<file path="src/rtl/tof_readout_scheduler.sv">
// Round-robin readout scheduler for eight ToF channels sharing one result mux.
// Selects a ready channel, latches its muxed result and streams it out tagged with the channel number.
module tof_readout_scheduler #(
  parameter int N_CH   = 8,
  parameter int DATA_W = 22
) (
  input  logic                clk,
  input  logic                reset,
  input  logic [N_CH-1:0]     ready_in,
  input  logic [DATA_W-1:0]   data_in,
  output logic [2:0]          tof_index,
  input  logic [N_CH-1:0]     enable_mask,
  output logic                m_valid,
  input  logic                m_ready,
  output logic [DATA_W+2:0]   m_data,
  output logic                frame_done,
  output logic [N_CH-1:0]     frame_seen
);

  typedef enum logic [1:0] {
    SCAN    = 2'd0,
    CAPTURE = 2'd1,
    SEND    = 2'd2
  } state_t;

  state_t            state_r, state_s;
  logic [2:0]        last_served_r;
  logic [N_CH-1:0]   pend_r;
  logic [N_CH-1:0]   req_s;
  logic [N_CH-1:0]   sel_oh_s;
  logic [N_CH-1:0]   cap_s;
  logic [N_CH-1:0]   pend_set_s;
  logic [N_CH-1:0]   seen_new_s;
  logic              frame_hit_s;
  logic [2:0]        pick_s;

  // First requesting channel after last_served, wrapping modulo eight.
  function automatic logic [2:0] rr_pick(input logic [N_CH-1:0] req, input logic [2:0] last);
    logic [2:0] idx;
    logic       found;
    rr_pick = last;
    found   = 1'b0;
    for (int k = 1; k <= 8; k++) begin
      idx = last + k[2:0];
      if (!found && req[idx]) begin
        rr_pick = idx;
        found   = 1'b1;
      end else begin
        found = found;
      end
    end
  endfunction

  // Request, capture and pending-set vectors.
  always_comb begin
    sel_oh_s            = {N_CH{1'b0}};
    sel_oh_s[tof_index] = 1'b1;
    req_s               = (ready_in | pend_r) & enable_mask;
    pick_s              = rr_pick(req_s, last_served_r);
    if (state_r == CAPTURE) begin
      cap_s      = sel_oh_s;
      pend_set_s = {N_CH{1'b0}};
    end else begin
      cap_s      = {N_CH{1'b0}};
      // the comm block drops ready on the parked channel, so remember it here
      pend_set_s = sel_oh_s & ready_in & enable_mask;
    end
    seen_new_s  = frame_seen | cap_s;
    frame_hit_s = (enable_mask != {N_CH{1'b0}}) && ((seen_new_s & enable_mask) == enable_mask);
  end

  // Next-state logic.
  always_comb begin
    state_s = state_r;
    case (state_r)
      SCAN: begin
        if (req_s != {N_CH{1'b0}}) state_s = CAPTURE;
        else                        state_s = SCAN;
      end
      CAPTURE: state_s = SEND;
      SEND: begin
        if (m_valid && m_ready) state_s = SCAN;
        else                    state_s = SEND;
      end
      default: state_s = SCAN;
    endcase
  end

  // State register.
  always_ff @(posedge clk) begin
    if (reset) state_r <= SCAN;
    else       state_r <= state_s;
  end

  // Channel select, output word, pending and frame bookkeeping.
  always_ff @(posedge clk) begin
    if (reset) begin
      tof_index     <= 3'd0;
      last_served_r <= 3'd7;
      pend_r        <= {N_CH{1'b0}};
      m_valid       <= 1'b0;
      m_data        <= {(DATA_W+3){1'b0}};
      frame_done    <= 1'b0;
      frame_seen    <= {N_CH{1'b0}};
    end else begin
      if (state_r == SCAN && req_s != {N_CH{1'b0}}) tof_index <= pick_s;
      if (state_r == CAPTURE) begin
        m_data        <= {tof_index, data_in};
        m_valid       <= 1'b1;
        last_served_r <= tof_index;
      end else if (state_r == SEND && m_valid && m_ready) begin
        m_valid <= 1'b0;
      end
      pend_r <= (pend_r | pend_set_s) & ~cap_s;
      if (frame_hit_s) begin
        frame_done <= 1'b1;
        frame_seen <= {N_CH{1'b0}};
      end else begin
        frame_done <= 1'b0;
        frame_seen <= seen_new_s & enable_mask;
      end
    end
  end

endmodule

</file>
<file path="config.mk">
export PLATFORM = sky130hd
export DESIGN_NAME = tof_readout_scheduler
export DESIGN_NICKNAME = d
export VERILOG_FILES = /design/src/rtl/tof_readout_scheduler.sv
export SDC_FILE = /design/constraint.sdc
export NUM_CORES = 1
export LEC_CHECK = 0
export CAP_MARGIN = 0
export CORE_MARGIN = 2
export CORE_UTILIZATION = 44
export DETAILED_ROUTE_END_ITERATION = 10
export GPL_ROUTABILITY_DRIVEN = 0
export PLACE_DENSITY = 0.75
export SLEW_MARGIN = 15
export SYNTH_ARGS = -nofsm -noshare
export SYNTH_HDL_FRONTEND = slang
export SYNTH_SLANG_ARGS = --single-unit
</file>
<file path="constraint.sdc">
create_clock -name clk -period 2.8 [get_ports clk]
set_input_delay 0.42 -clock clk [delete_from_list [all_inputs] [get_ports clk]]
set_output_delay 0.42 -clock clk [all_outputs]
set_load 0.1 [all_outputs]
</file>
==> impl_metrics.ini <==
[clock_network]
cts_buffer_depth = 2
cts_htree_levels = 2
cts_tree = built
cts_root_buf = clkbuf_8
clock_latency_ns = 0.32
cts_buffers = 5
cts_sinks = 51
clkTransAtPathRegs_ns = 0.11

[logic_synthesis]
ys_types = 57
synth-seq-cells = 51
yosysTopAreaCellShare_pct = 34.0
syn_nets = 402
async_flop_share_pct = 0
netlist_area_sq_um = 3000
synth-main-ff-cell = dfxtp_1
syn-mean-instance-area_sq_um = 8.37
synth_cells = 359
synth_enable_flop_cells = 0
synth_warnings = 0
synthTopCellsByArea = dfxtp_1 (34%), nand2_1 (7.7%), a21oi_1 (5.3%), mux4_2 (3.7%), mux2_2 (3.4%)
ys_seq_area_share_pct = 34.0
synth_largest_area_cell = dfxtp_1

[final_layout]
nets = 529
drive_above_1_share_pct = 30.6
area_delta_synth_final_pct = 44.6
final_cells = 567
final_common_cell = buf_4
final_cell_mix = buf_4 (102), nand2_1 (62), dfxtp_1 (49)
antenna_cells = 0

[routing]
drt_wl_total_microns = 9790
drt_first_iter_violations = 327
wl_per_cell_microns = 17.3
vias = 3403
vias_per_cell = 6.00
route.detailed.drc = 0
postRouteAntennaNets = 0
drt_first_pass_iters = 7

[worst_setup_path]
critPathCaptureType = flop
critical_path_arrival_ns = 3.01
start_kind = flop
crit_fanout = 5
cp.required_ns = 3.04
worst-setup-path-type = reg2reg

[run_status]
status = finished, final reports clean

[timing]
rsz0062_at_grt = true
worst_pin_slew_ns = 0.661
setup-violations-final = 0
clock_skew_ns = 0.00602
worst_slew_margin_rel_pct = 55.9
finalWorstSetupSlack_ns = 0.0287
finalCritPeriodShare_pct = 99.0
slew_violations = 0
fmax_mhz = 361
hold_viol = 0
setup_tns_ns = 0
min_period_ns = 2.77

[worst_hold_path]
hold_path_class = reg2reg

[run]
maxCapViolCount = 0

[place]
place_inst = 543
port-buffer-count = 78
preCtsSetupSlack_ns = -0.139
dpl.hpwl_microns = 6970

[grt]
gr-total-overflow = 0
grt_util_all_layers_pct = 25.7
antenna_found_initial = 0
grt_pass1_vias = 3077
grt_max_degree = 28
grt_first_pass_wirelength_microns = 15100

[die]
rows = 30
core_sq_um = 6680
ios = 79
die_h_microns = 86.6
initial_utilization_pct = 45.0
die_x_microns = 86.6
die_area_sq_um = 7500

[power_and_ir_drop]
p_leak_nw = 1.67
peakVddDrop_mv = 0.533
power.density_nw_per_um2 = 790
[layer usage]
metal | wire length (microns) | GRT usage [%] | up-vias
met5 | 0 | 0 | -
met4 | 312 | 8.95 | 0
met3 | 894 | 6.38 | 34
met2 | 4510 | 38.2 | 170
met1 | 4070 | 36.2 | 1601
li1 | - | - | 1598
[state kept, by name (all words and copies together), names as in the netlist]
name and flops:
frame_done 1, frame_seen 8, last_served_r 3, m_data 25, m_valid 1, pend_r 8, state_r 2, tof_index 3
[final timing paths]
check                        start           end  slack [ns]  cells past startpoint
setup / recovery  last_served_r[0]  tof_index[1]        0.03                      9
hold / removal          m_data[13]    m_data[13]        0.46                      2
setup reg to reg  last_served_r[0]  tof_index[1]        0.03                      9
hold reg to reg         m_data[13]    m_data[13]        0.46                      2
[synth_stat cells, types with 2 or more instances]
master     count
nand2_1       62
dfxtp_1       51
a21oi_1       32
nor2_1        25
clkbuf_1      13
o211ai_1      12
mux2_2         9
nor3b_1        9
o21ai_0        9
nor3_1         8
o2111ai_1      8
o21ai_2        8
inv_1          7
mux2i_1        7
a41oi_1        6
a22oi_1        5
a31oi_1        5
buf_2          5
mux4_2         5
nand2b_1       5
a211oi_1       4
a311oi_1       4
buf_1          4
o21a_1         4
xnor2_1        4
a22o_1         3
nand4_1        3
nor2b_1        3
nor4_1         3
a2111oi_0      2
a211o_1        2
and3_1         2
ha_1           2
nand3_1        2
nand3b_1       2
nand4b_1       2
o31ai_1        2
[report_power, final]
part | total, mW | internal, mW | switching, mW
combinational | 2.03 | 0.783 | 1.25
clock | 0.471 | 0.184 | 0.287
sequential | 0.932 | 0.812 | 0.120
[worst max-delay path, stage by stage, from the launching register on]
cell and delay, ns:
dfxtp_2 0.34, buf_4 0.13, ha_1 0.24, xor2_1 0.31
mux4_2 0.62, nand4b_1 0.34, buf_4 0.22, a31oi_1 0.16
a211oi_1 0.08, o32ai_2 0.26
[logic make-up (layout without fill, tap and decap cells)]
family          count (synthesis)  count (layout)  share of synthesized area [%]
flops                          51              51                           34.0
xor+xnor                        6               6                           2.00
fa+ha+maj                       2               2                          0.833
compound gates                114             114                           26.9
mux                            23              23                           11.2
buf+inv                        32             160                           4.58
simple gates                  131             131                           20.6
[final cells by class]
type	count	area, sq um
fill	540	2340
multi-input combinational	276	1900
timing repair buffer	144	1190
sequential	51	1020
tap	80	100
clock buffer	5	68.8
inverter	8	30.0
clock inverter	3	27.5
[stage by stage]
stage	util [%]	hold WS, ns	power [mW]	cell area (sq um)
6_report	65.0	0.464	3.43	4350
5_1_grt	65.0	0.483	3.59	4350
4_1_cts	62.9	0.464	3.24	4200
3_5_place_dp	61.1	0.448	2.73	4090
3_3_place_gp	61.1	0.443	2.70	4090
2_1_floorplan	-	0.494	2.20	3040
[timing repair]
item                       in CTS  in global routing
setup endpoints to repair       2                  3
pin swaps                       1                  5
buffers inserted                3                 13
hold buffers                    0                  0
resized for setup               1                 16
Power figures use the tool's default switching activity.
